File: config.mk
export PLATFORM = sky130hd
export DESIGN_NAME = multdiv_unit
export DESIGN_NICKNAME = d
export VERILOG_FILES = /design/src/rtl/multdiv_pkg.sv /design/src/rtl/multdiv_unit_div_step.sv /design/src/rtl/multdiv_unit.sv
export SDC_FILE = /design/constraint.sdc
export NUM_CORES = 1
export LEC_CHECK = 0
export ABC_AREA = 1
export CELL_PAD_IN_SITES_DETAIL_PLACEMENT = 1
export CELL_PAD_IN_SITES_GLOBAL_PLACEMENT = 2
export CORE_ASPECT_RATIO = 0.7
export CORE_UTILIZATION = 32
export DETAILED_ROUTE_END_ITERATION = 12
export DONT_BUFFER_PORTS = 1
export PLACE_DENSITY_LB_ADDON = 0.1
export SLEW_MARGIN = 20
export SYNTH_ARGS = -nofsm -noshare
export SYNTH_HDL_FRONTEND = slang
export SYNTH_SLANG_ARGS = --single-unit
File: constraint.sdc
create_clock -name clock -period 3.2 [get_ports clock]
set_input_delay 0 -clock clock [delete_from_list [all_inputs] [get_ports clock]]
set_output_delay 0 -clock clock [all_outputs]
set_load 0.005 [all_outputs]
File: src/rtl/multdiv_pkg.sv
// rtl/multdiv_pkg.sv - shared types and constants for the multiply/divide unit
package multdiv_pkg;

  localparam int WIDTH = 32;
`ifdef MULTDIV_RADIX4_EN
  localparam int MULT_ITERS = 16;
`else
  localparam int MULT_ITERS = 32;
`endif
  localparam int DIV_ITERS = 32;
  localparam logic [WIDTH-1:0] INT_MIN = 32'h8000_0000;

  typedef enum logic [1:0] {
    IDLE = 2'd0,
    MULT = 2'd1,
    DIV  = 2'd2,
    DONE = 2'd3
  } state_t;

  // Magnitude as unsigned; INT_MIN maps to 0x80000000, which is exact as unsigned.
  function automatic logic [WIDTH-1:0] mag(input logic [WIDTH-1:0] v);
    return v[WIDTH-1] ? -v : v;
  endfunction

endpackage

File: src/rtl/multdiv_unit_div_step.sv
// rtl/multdiv_unit_div_step.sv - one combinational restoring-division step
module div_step #(
  parameter int W = 32
) (
  input  logic [W-1:0] rem,
  input  logic         in_bit,
  input  logic [W-1:0] divisor,
  output logic         q_bit,
  output logic [W-1:0] rem_next
);

  logic [W:0] shifted;
  logic [W:0] diff;

  // rem < divisor always holds, so the shifted value fits in W+1 bits and
  // diff[W] is a reliable borrow.
  always_comb begin
    shifted  = {rem, in_bit};
    diff     = shifted - {1'b0, divisor};
    q_bit    = ~diff[W];
    rem_next = q_bit ? diff[W-1:0] : shifted[W-1:0];
  end

endmodule

File: src/rtl/multdiv_unit.sv
// rtl/multdiv_unit.sv - multi-cycle signed 32-bit Booth multiply / restoring divide
// Define MULTDIV_RADIX4_EN for radix-4 modified Booth multiply (16 iterations).
module multdiv_unit
  import multdiv_pkg::*;
#(
  parameter int WIDTH = multdiv_pkg::WIDTH,
  parameter int CNT_W = 6
) (
  input  logic             clock,
  input  logic             reset_n,
  input  logic             ctrl_MULT,
  input  logic             ctrl_DIV,
  input  logic [WIDTH-1:0] data_operandA,
  input  logic [WIDTH-1:0] data_operandB,
  output logic [WIDTH-1:0] data_result,
  output logic             data_exception,
  output logic             data_resultRDY,
  output logic             busy
);

  // Three guard bits keep the Booth accumulator exact for +/-2*INT_MIN.
  localparam int ACC_W = WIDTH + 3;
`ifdef MULTDIV_RADIX4_EN
  localparam int BOOTH_SHIFT = 2;
`else
  localparam int BOOTH_SHIFT = 1;
`endif

  state_t             state;
  logic [CNT_W-1:0]   cnt;
  logic [ACC_W-1:0]   acc;
  logic [WIDTH-1:0]   q;
  logic [WIDTH-1:0]   m;
  logic               q_1;
  logic               neg;
  logic               dz;
  logic [WIDTH-1:0]   res_r;
  logic               exc_r;

  logic signed [ACC_W-1:0]       m_ext;
  logic signed [ACC_W-1:0]       addend;
  logic signed [ACC_W-1:0]       sum;
  logic signed [ACC_W+WIDTH:0]   booth_cat;
  logic signed [ACC_W+WIDTH:0]   booth_sh;
  logic [2*WIDTH-1:0]            prod;
  logic                          mult_exc;
  logic [WIDTH-1:0]              div_res;
  logic                          div_exc;
  logic                          dq;
  logic [WIDTH-1:0]              drem;

  always_comb begin
    m_ext  = {{3{m[WIDTH-1]}}, m};
    addend = '0;
`ifdef MULTDIV_RADIX4_EN
    case ({q[1], q[0], q_1})
      3'b001, 3'b010: addend = m_ext;
      3'b011:         addend = m_ext <<< 1;
      3'b100:         addend = -(m_ext <<< 1);
      3'b101, 3'b110: addend = -m_ext;
      default:        addend = '0;
    endcase
`else
    case ({q[0], q_1})
      2'b01:   addend = m_ext;
      2'b10:   addend = -m_ext;
      default: addend = '0;
    endcase
`endif
    sum       = $signed(acc) + addend;
    booth_cat = {sum, q, q_1};
    booth_sh  = booth_cat >>> BOOTH_SHIFT;
  end

  always_comb begin
    prod     = {acc[WIDTH-1:0], q};
    mult_exc = prod[2*WIDTH-1:WIDTH] != {WIDTH{prod[WIDTH-1]}};
    div_res  = neg ? -q : q;
    // A non-negative quotient with the top bit set can only be INT_MIN / -1.
    div_exc  = ~neg & q[WIDTH-1];
  end

  div_step #(.W(WIDTH)) u_div_step (
    .rem     (acc[WIDTH-1:0]),
    .in_bit  (q[WIDTH-1]),
    .divisor (m),
    .q_bit   (dq),
    .rem_next(drem)
  );

  always_ff @(posedge clock or negedge reset_n) begin
    if (!reset_n) begin
      state <= IDLE;
      cnt   <= '0;
      acc   <= '0;
      q     <= '0;
      m     <= '0;
      q_1   <= 1'b0;
      neg   <= 1'b0;
      dz    <= 1'b0;
      res_r <= '0;
      exc_r <= 1'b0;
    end else if (ctrl_MULT) begin
      state <= MULT;
      cnt   <= CNT_W'(MULT_ITERS);
      acc   <= '0;
      q     <= data_operandB;
      m     <= data_operandA;
      q_1   <= 1'b0;
      neg   <= 1'b0;
      dz    <= 1'b0;
    end else if (ctrl_DIV) begin
      // A zero divisor runs no iterations and completes on the next edge.
      state <= DIV;
      cnt   <= (data_operandB == '0) ? '0 : CNT_W'(DIV_ITERS);
      acc   <= '0;
      q     <= mag(data_operandA);
      m     <= mag(data_operandB);
      q_1   <= 1'b0;
      neg   <= data_operandA[WIDTH-1] ^ data_operandB[WIDTH-1];
      dz    <= (data_operandB == '0);
    end else begin
      case (state)
        MULT: begin
          if (cnt != '0) begin
            acc <= booth_sh[ACC_W+WIDTH:WIDTH+1];
            q   <= booth_sh[WIDTH:1];
            q_1 <= booth_sh[0];
            cnt <= cnt - CNT_W'(1);
          end else begin
            res_r <= prod[WIDTH-1:0];
            exc_r <= mult_exc;
            state <= DONE;
          end
        end
        DIV: begin
          if (cnt != '0) begin
            acc <= {3'b000, drem};
            q   <= {q[WIDTH-2:0], dq};
            cnt <= cnt - CNT_W'(1);
          end else begin
            res_r <= dz ? '0 : div_res;
            exc_r <= dz | div_exc;
            state <= DONE;
          end
        end
        default: state <= IDLE;
      endcase
    end
  end

  assign data_result    = res_r;
  assign data_exception = exc_r;
  assign data_resultRDY = (state == DONE);
  assign busy           = (state != IDLE);

endmodule

==> impl_results.md, run 1 <==
* Status: finished, violations left
* Violated checks: hold timing, setup timing
* Initial Util at 32.41%
* PnR worst setup slack at -0.1437 ns
* Worst VDD drop at 0.3283 mV
* Hold WC Path Type: input port to async pin
* CP arrival at 3.71 ns
* Clock Tree Buf Depth at 2
* Vias at 21580
* Distinct cell type count after synthesis at 58
* R2R depth at 24
* Cells after DPL at 3708
* Worst Path Required at 3.57 ns
* Post-Route Utilization at 44.88%
* DRT iter0 DRCs at 2113
* CP endpoint: acc[30]
* Largest net degree at the start of global routing at 143
* Layout Area Growth over Synthesis at 38.48%
* Row cnt at 69
* Worst hold slack at -0.7867 ns
* Tmin final at 3.344 ns
* Clock transition at the registers of the reported paths at 0.08 ns
* Clock Skews at 0.01582 ns
* Synth async-reset ratio at 100.0%
* Slew headroom at 23.30%
* Lkg Pwr at 11.33 nW
* Ports at 103
* Fin crit share at 104.5%
* R2r endpoint: acc[30]
* Layout cell share with drive strength beyond 1 at 22.49%
* Max-slew violation count at 0
* Avg Inst Size Synth at 5.799 sq um
* Worst-Skew Late Latency at 0.47 ns
* IO buf count at 0
* TritonCTS buffer count at 17
* Final setup vio count at 18
* Htree depth at 4
* Final instance area at 0.02274 sq mm
* Die Wd at 272.8 um
* First-pass GRT wire length at 137.8 mm
* Setup Crit Path Kind: flop to flop
* WL per Instance at 23.87 um
* Peak Freq at 0.2991 GHz
* Register area at 0.003555 sq mm
* Post-synth EDFFs at 0
* #FFs+latches synth at 142
* Synthesized cell area at 0.01642 sq mm
* Number of remaining DRC errors at 0
* Via/cell ratio at 5.524
* GPL Wtd Cong at 0.9806
* CP startpoint: m[1]
* CTS Hold Bufs at 116
* Sequential area share after synthesis at 21.64%
* Placement Setup Slack at -0.6523 ns
* CTS Sinks at 142
* Multi-input gate area at 0.01243 sq mm
* Syn Nets at 2980
* Die Area at 0.05224 sq mm
* Antenna violations before repair at 2
* Non-Filler Instances at 3907
* Die H at 191.5 um
* Hold Vio Cnt, Final at 142
* Overall routing resource usage at 35.52%
* RSZ-0062 raised after global routing: yes
* Critical path endpoint category: flop
* Root Buffer: clkbuf_16
* Yosys Warn Count at 0
* DRT Pass-1 Iters at 5
* Post-DP Area at 0.01912 sq mm
* Maximum capacitance violations at 0
* Layout net count at 3367
* TritonCTS clock tree: built
* DRT antenna net count at 0
* Total power density per cell area at 404.9 mW/mm^2
* CORE AREA at 0.05068 sq mm
* RR Startpoint: m[1]
* R2r setup slk at -0.14 ns
* Vias in the first global route at 21080
* Ys flop type: dfrtp_1
* # fillers at 6676
* CP max FO at 5
* Worst-margin pin slew at 1.150 ns
* Setup crit start kind: flop
* Post-synthesis cell count at 2832
* Post-DP HPWL at 73.21 mm
* Final wirelength at 93.25 mm
* Congestion Overflow GR at 0
-- stage by stage --
step	TNS [ns]	hold WS [ns]	total power, mW
after floorplan	0	-0.2956	4.635
after global placement	-8.368	-0.2920	6.181
after detailed placement	-11.77	-0.2911	6.253
after CTS	-2.017	-0.8049	8.807
after global routing	-5.722	-0.8074	9.732
final	-1.104	-0.7867	9.208
-- cells in the mapped netlist (17+ instances only) --
| cell | number | area (sq um) |
|---|---|---|
| a21oi_1 | 167 | 835.8 |
| a22oi_1 | 17 | 127.6 |
| clkbuf_1 | 61 | 229.0 |
| dfrtp_1 | 142 | 3553 |
| ha_1 | 78 | 975.9 |
| inv_1 | 386 | 1449 |
| nand2_1 | 871 | 3269 |
| nand2_2 | 17 | 106.4 |
| nand3_1 | 228 | 1141 |
| nand4_1 | 53 | 331.6 |
| nor2_1 | 284 | 1066 |
| nor3_1 | 45 | 225.2 |
| o21ai_0 | 209 | 1046 |
| o221ai_1 | 17 | 148.9 |
| or2_2 | 22 | 137.6 |
| xor2_1 | 41 | 359.1 |
-- area by class of cell --
cell class / instances / share of cell area [%]
diodes: 1 / 0.01100
clock buffers: 17 / 1.871
clock inverters: 15 / 0.6767
inverters: 397 / 6.602
multi-input cells: 2208 / 54.67
flip-flops and latches: 142 / 15.63
well taps: 674 / 3.708
repair buffers: 453 / 16.84
-- critical path: stages (launching register included) --
cell and delay [ns]:
dfrtp_1 0.40, inv_2 0.11, ha_4 0.16, nand3_4 0.13
nor2_4 0.15, nand2_2 0.08, nor2_4 0.09, nand4_1 0.21
buf_4 0.23, nor2_1 0.08, nand2_1 0.06, nand3_1 0.09
a21oi_2 0.07, ha_4 0.31, nand2_4 0.08, nor2_4 0.12
buf_4 0.13, buf_4 0.10, nand2_2 0.07, nor3_2 0.10
nand2_1 0.11, nand3_1 0.11, nand3_1 0.10, nand3_1 0.11
nand2_1 0.05
-- cells by family (layout without fill, tap and decap cells) --
| kind of cell | count (synthesis) | after routing | synth area share (%) |
|---|---|---|---|
| buffers and inverters | 482 | 882 | 11.36 |
| adders and majority gates | 80 | 80 | 6.187 |
| DFF | 142 | 142 | 21.64 |
| xor gates and xnor gates | 51 | 51 | 2.720 |
| and+or+nand+nor | 1577 | 1577 | 40.82 |
| other | 0 | 1 | 0 |
| AOI/OAI and AO/OA | 500 | 500 | 17.27 |
-- per-layer routing --
| metal | vias to the layer above | part of all wire (%) | wire length, um | track usage, % |
|---|---|---|---|---|
| met3 | 69 | 8.3 | 7735 | 7.436 |
| met5 | - | 0 | 0 | 0 |
| met4 | 0 | 1.1 | 1055 | 5.078 |
| li1 | 10010 | - | - | - |
| met2 | 686 | 39 | 36320 | 47.27 |
| met1 | 10820 | 52 | 48130 | 57.19 |
-- state kept, by name, indices dropped and copies added (netlist names) --
register,cells
dz,1
data_exception,1
acc,34
q,32
cnt,6
q_1,1
neg,1
state,2
m,32
data_result,32
-- power breakdown --
group / leakage (nW) / switching, mW / internal, mW / total [mW]
sequential: 1.79 / 0.389 / 2.15 / 2.54
combinational: 9.26 / 2.76 / 1.78 / 4.53
clock: 0.284 / 1.04 / 1.10 / 2.13
total: 11.3 / 4.19 / 5.02 / 9.21
-- timing repair --
action | 4_1_cts | 5_1_grt
resized for setup | 150 | 268
endpoints found under the setup margin | 28 | 40
setup buffers | 17 | 34
endpoints found under the hold margin | 218 | 142
pin swaps | 45 | 106
-- placed cells by master, fill, tap and decap left out, types with 7 or more instances in the layout --
master,instances
nand2_1,809
inv_1,360
buf_4,315
nor2_1,239
nand3_1,213
o21ai_0,164
dfrtp_1,141
a21oi_1,116
dlygate4sd3_1,114
nand2_2,58
nand4_1,53
ha_1,52
a21oi_2,47
xor2_1,39
inv_2,33
nor2_2,32
nor3_1,31
o21ai_1,31
nor2_4,26
o21ai_2,23
nand2_4,23
or2_2,21
ha_4,19
nand3_2,18
buf_6,18
a22oi_1,17
o221ai_1,17
clkbuf_16,17
o211ai_1,14
a2bb2oi_1,11
xnor2_1,10
nor4_1,9
nand3b_1,9
nor3_2,8
nor3_4,8
a21oi_4,7
o22ai_1,7
ha_2,7
-- worst min-delay path by stage --
| stage | to | slack, ns | cells past startpoint |
|---|---|---|---|
| CTS | acc[29] | -0.80 | 0 |
| detailed placement | acc[25] | -0.29 | 0 |
| global placement | acc[29] | -0.29 | 0 |
| global route | acc[21] | -0.81 | 0 |
| finish | acc[25] | -0.79 | 0 |
| floorplan | acc[0] | -0.30 | 0 |
Note: power is estimated with default switching activity, not from simulation.
==> run 2, diff against run 1 <==
Settings changed: SKIP_CTS_REPAIR_TIMING set to 1.
==> run 2 against run 1 <==
- the flow still finishes with violations (hold timing, setup timing)
- via count shrank 0.61%
- design area shrank 2.0%
- clock power is essentially flat
- first-iteration DRC count shrank 0.76%
- clock skew grew 0.0016 ns
- utilization shrank 0.88 points
==> impl_results.md, run 2 (synthesis gave the netlist of run 1 again) <==
* First-pass GRT wire length at 131.6 mm (-4.5%)
* Slowest CP cell: dfrtp_1
* Most common cell after layout, fill and taps aside: nand2_1
* WL per Instance at 23.94 um (+0.30%)
* Congestion Overflow GR at 0 (unchanged)
* PnR worst setup slack at -0.1984 ns (-0.05468 ns)
* Overall routing resource usage at 33.99% (-1.5 points)
* Clock Skews at 0.01739 ns (+0.001578 ns)
* Slowest cell delay on critical path at 0.39 ns (about the same)
* Vias in the first global route at 20100 (-4.7%)
* Setup TNS at -2.048 ns (-0.9442 ns)
* CP arrival at 3.76 ns (+0.05 ns)
* CTS Sinks at 142 (unchanged)
* Die Area at 0.05224 sq mm (unchanged)
* Setup Crit Path Kind: flop to flop
* RR Startpoint: m[1]
* Max reg flops at 34 (unchanged)
* GPL Wtd Cong at 0.9806 (unchanged)
* Hold WC Path Type: input port to async pin
* Worst-Skew Late Latency at 0.47 ns (about the same)
* Tot Pwr at 9.084 mW (-1.3%)
* DRT antenna net count at 0 (unchanged)
* Row cnt at 69 (unchanged)
* Die Wd at 272.8 um (unchanged)
* Total power density per cell area at 407.4 mW/mm^2 (+0.62%)
* CP bufs+invs at 2 (-2)
* DRT iter0 DRCs at 2097 (-0.76%)
* R2R depth at 23 (-4.2%)
* Cells after DPL at 3708 (unchanged)
* TritonCTS clock tree: built
* Largest Register: acc
* Layout net count at 3337 (-0.89%)
* Non-Filler Instances at 3877 (-0.77%)
* Lkg Pwr at 11.15 nW (-1.6%)
* CP max FO at 5 (unchanged)
* Via/cell ratio at 5.533 (+0.16%)
* Peak Freq at 0.2943 GHz (-1.6%)
* Die H at 191.5 um (unchanged)
* CORE AREA at 0.05068 sq mm (unchanged)
* Clock transition at the registers of the reported paths at 0.08 ns (about the same)
* DRT Pass-1 Iters at 7 (+2)
* Top cell family by delay on the critical path: simple AND/OR/NAND/NOR gates
* Clock Tree Buf Depth at 2 (unchanged)
* Antenna violations before repair at 0 (-2)
* Final setup vio count at 20 (+2)
* Status: finished, violations left
* Root Buffer: clkbuf_16
* Largest net degree at the start of global routing at 143 (unchanged)
* Hold Vio Cnt, Final at 150 (+5.6%)
* Post-Route Utilization at 44.00% (-0.88 points)
* Initial Util at 32.41% (unchanged)
* Fin crit share at 106.2% (+1.7 points)
* Htree depth at 4 (unchanged)
* Violated checks: hold timing, setup timing
* RSZ-0062 raised after global routing: yes
* Worst hold slack at -0.7823 ns (+0.004394 ns)
* Vias at 21450 (-0.61%)
* # fillers at 6679 (+0.045%)
* Worst VDD drop at 0.2834 mV (-14%)
* Ports at 103 (unchanged)
* Layout cell share with drive strength beyond 1 at 21.14% (-1.4 points)
* Critical path endpoint category: flop
* Crit path top cell by count: nand2_1
* Tmin final at 3.398 ns (+0.05468 ns)
* Post-DP HPWL at 73.21 mm (unchanged)
* Worst-margin pin slew at 1.026 ns (-0.1242 ns)
* Max-slew violation count at 0 (unchanged)
* Worst Path Required at 3.56 ns (about the same)
* R2r endpoint: acc[26]
* R2r setup slk at -0.20 ns (-0.05 ns)
* Setup crit start kind: flop
* Slew headroom at 31.35% (+8.1 points)
* Crit-path cells: inv_2, ha_4, nand3_4, nor2_4, nand2_2, nor2_4, nand4_1, buf_4, o21ai_2, nand3_1, a21oi_2, ha_4, nand2_4, nor2_4, nand2_2, nor4_2, nand2_1, nand3_1, nand2_1, nor2_1, nor2_1, nand2_1, nand2_1
* Most frequent cells in the layout: 815 x nand2_1, 370 x inv_1, 306 x buf_4
* Maximum capacitance violations at 0 (unchanged)
* IO buf count at 0 (unchanged)
* Number of remaining DRC errors at 0 (unchanged)
* Layout Area Growth over Synthesis at 35.78%
* TritonCTS buffer count at 17 (unchanged)
* Final wirelength at 92.80 mm (-0.47%)
==> run 2: report_power, final <==
| part | internal (mW) | switching [mW] |
|---|---|---|
| clock | 1.10 | 1.04 |
| sequential | 2.15 | 0.393 |
| combinational | 1.70 | 2.70 |
==> run 2: routing by layer <==
metal  routed length [um]  GRT usage, %
met5                    0             0
met4                 1076         4.257
met3                 8166         7.424
met2                35750         44.24
met1                47810         55.52
==> run 2: stage by stage <==
step	cell area [sq um]	setup slack [ns]
CTS	19700	-0.6825
floorplan	16420	0.07374
detailed placement	19120	-0.6523
global placement	19120	-0.5549
global route	22300	-0.4106
finish	22300	-0.1984
==> run 2: worst max path at each step <==
| stage | slack, ns | cells past startpoint | from | end |
|---|---|---|---|---|
| after floorplan | 0.07 | 22 | m[1] | acc[25] |
| after global placement | -0.55 | 23 | m[1] | acc[18] |
| after detailed placement | -0.65 | 23 | m[1] | acc[18] |
| after CTS | -0.68 | 21 | m[1] | acc[18] |
| after global routing | -0.41 | 24 | m[1] | acc[31] |
| final | -0.20 | 23 | m[1] | acc[26] |
==> run 2: layout make-up <==
type / instances / area [sq um] / share of cell area (%)
diodes: 1 / 2.502 / 0.01122
clock buffers: 17 / 425.4 / 1.908
clock inverters: 15 / 153.9 / 0.6902
inverters: 397 / 1498 / 6.717
multi-input cells: 2208 / 12280 / 55.08
flip-flops and latches: 142 / 3555 / 15.94
well taps: 674 / 843.3 / 3.782
repair buffers: 423 / 3538 / 15.87
==> run 3, diff against run 2 <==
Settings changed: PLACE_DENSITY set to 0.76, PLACE_DENSITY_LB_ADDON 0.1 to not set.
==> run 3 against run 2 <==
- the flow still finishes with violations (hold timing, setup timing)
- hold slack worse by 0.0026 ns
- clock power increased by 2%
- design area decreased by 3.7%
- sequential power is essentially flat
- wire length decreased by 2.2%
- clock-buffer cell count unchanged
- critical path type unchanged
==> impl_results.md, run 3 (synthesis gave the netlist of run 1 again) <==
* Via/cell ratio at 5.498 (-0.64%)
* Peak Freq at 0.2778 GHz (-5.6%)
* Hold Vio Cnt, Final at 153 (+2.0%)
* Non-Filler Instances at 3869 (-0.21%)
* Root Buffer: clkbuf_16
* Die Wd at 272.8 um (unchanged)
* Lkg Pwr at 10.90 nW (-2.2%)
* Setup Crit Path Kind: flop to flop
* Slowest CP cell: dfrtp_1
* Initial Util at 32.41% (unchanged)
* Vias in the first global route at 19990 (-0.55%)
* Clock Tree Buf Depth at 2 (unchanged)
* Crit path top cell by count: nand2_1
* Layout net count at 3328 (-0.27%)
* First-pass GRT wire length at 128.4 mm (-2.4%)
* Post-DP HPWL at 71.97 mm (-1.7%)
* DRT antenna net count at 0 (unchanged)
* Tmin final at 3.599 ns (+0.2007 ns)
* Vias at 21270 (-0.84%)
* DRT Pass-1 Iters at 5 (-2)
* Slowest cell delay on critical path at 0.40 ns (about the same)
* Setup TNS at -6.742 ns (-4.695 ns)
* Clock transition at the registers of the reported paths at 0.08 ns (about the same)
* WL per Instance at 23.47 um (-2.0%)
* Die Area at 0.05224 sq mm (unchanged)
* Die H at 191.5 um (unchanged)
* TritonCTS clock tree: built
* Most common cell after layout, fill and taps aside: nand2_1
* Worst-Skew Late Latency at 0.48 ns (about the same)
* Clock Skews at 0.01645 ns (-0.0009471 ns)
* CORE AREA at 0.05068 sq mm (unchanged)
* Max-slew violation count at 0 (unchanged)
* IO buf count at 0 (unchanged)
* Status: finished, violations left
* GPL Wtd Cong at 0.9751 (-0.56%)
* Overall routing resource usage at 33.24% (-0.75 points)
* Post-DP Area at 0.01910 sq mm (about the same)
* Number of remaining DRC errors at 0 (unchanged)
* Hold WC Path Type: input port to async pin
* DRT iter0 DRCs at 1926 (-8.2%)
* Critical path endpoint category: flop
* # fillers at 6781 (+1.5%)
* Total power density per cell area at 413.4 mW/mm^2 (+1.5%)
* Final instance area at 0.02147 sq mm (-3.7%)
* CP arrival at 3.96 ns (+0.20 ns)
* Final setup vio count at 24 (+20%)
* Setup crit start kind: flop
* Crit-path cells: inv_2, nand4_1, nor2_2, nand3_2, nor2_4, buf_4, o21ai_0, a221oi_2, ha_1, nand2_1, nor2_1, buf_4, nand2_1, nand2_1, inv_1, buf_4, nand2_1, nand2_1, nand3_1, nand2_1, nand3_1, nand2_1
* Row cnt at 69 (unchanged)
* Worst hold slack at -0.7849 ns (-0.002639 ns)
* Antenna violations before repair at 3 (+3)
* Largest Register: acc
* Worst-margin pin slew at 1.078 ns (+0.05150 ns)
* Tot Pwr at 8.878 mW (-2.3%)
* Fin crit share at 112.5% (+6.3 points)
* Layout Area Growth over Synthesis at 30.77%
* CP startpoint: m[0]
* RR Startpoint: m[0]
* CTS Sinks at 142 (unchanged)
* RSZ-0062 raised after global routing: yes
* Worst Path Required at 3.56 ns (about the same)
* Cells after DPL at 3706 (-0.054%)
* Layout cell share with drive strength beyond 1 at 16.66% (-4.5 points)
* PnR worst setup slack at -0.3991 ns (-0.2007 ns)
* Congestion Overflow GR at 0 (unchanged)
* Largest net degree at the start of global routing at 143 (unchanged)
* Maximum capacitance violations at 0 (unchanged)
* Max reg flops at 34 (unchanged)
* Most frequent cells in the layout: 850 x nand2_1, 380 x inv_1, 298 x buf_4
* TritonCTS buffer count at 17 (unchanged)
* Htree depth at 4 (unchanged)
* Slew headroom at 27.88% (-3.5 points)
* Ports at 103 (unchanged)
* Worst VDD drop at 0.3312 mV (+17%)
* CP max FO at 4 (-1)
* Final wirelength at 90.80 mm (-2.2%)
* Violated checks: hold timing, setup timing
## run 3: cell types whose count changed in the layout (fill, tap and decap cells not counted), sizes merged
| cell | change |
|---|---|
| buf | -17 |
| clkinv | -3 |
| clkinvlp | +2 |
| diode | +1 |
| dlygate4sd3 | +8 |
| inv | +1 |
## run 3: layout make-up
| class | count | area [sq um] | area share [%] |
|---|---|---|---|
| repair buffers | 414 | 3457 | 16.10 |
| flip-flops and latches | 142 | 3553 | 16.55 |
| clock buffers | 17 | 425.4 | 1.981 |
| well taps | 674 | 843.3 | 3.927 |
| clock inverters | 15 | 170.2 | 0.7924 |
| diodes | 2 | 5.005 | 0.02331 |
| inverters | 397 | 1494 | 6.957 |
| multi-input cells | 2208 | 11530 | 53.67 |
## run 3: stage by stage
| stage | worst slack, ns | hold WS, ns | utilization (%) |
|---|---|---|---|
| 3_5_place_dp | -0.8615 | -0.2891 | 37.69 |
| 4_1_cts | -0.8883 | -0.8077 | 38.87 |
| 2_1_floorplan | 0.07374 | -0.2956 | - |
| 5_1_grt | -0.6361 | -0.8039 | 42.37 |
| 6_report | -0.3991 | -0.7849 | 42.37 |
| 3_3_place_gp | -0.7259 | -0.2888 | 37.69 |
## run 3: critical path: cells and delay by family, from the launching register on
kind                     cells  cell delay (ns)
AO/OA/AOI/OAI                2             0.44
adder cells (fa/ha/maj)      1             0.27
buffers and inverters        5             0.66
flip-flops                   1             0.40
AND/OR/NAND/NOR             14             1.69
## run 3: worst paths after layout
path / endpoint / slack [ns] / cells after the start
setup / recovery: acc[32] / -0.40 / 22
hold / removal: acc[25] / -0.78 / 0
setup reg to reg: acc[32] / -0.40 / 22
hold reg to reg: cnt[3] / 0.49 / 1
max in group asynchronous: acc[29] / 3.57 / 0
min in group clock: q[21] / -0.03 / 5
## run 3: routing by layer
layer | wire [um] | vias up | global-route usage (%)
li1 | - | 9930 | -
met1 | 45470 | 10520 | 51.72
met2 | 34560 | 725 | 42.44
met3 | 9076 | 98 | 10.64
met4 | 1699 | 0 | 7.455
met5 | 0 | - | 0
## run 3: power breakdown
group,total (mW),leakage (nW),internal (mW),switching [mW]
Sequential,2.55,1.79,2.15,0.397
Clock,2.19,0.285,1.11,1.08
Combinational,4.14,8.82,1.61,2.53
Total,8.88,10.9,4.87,4.01
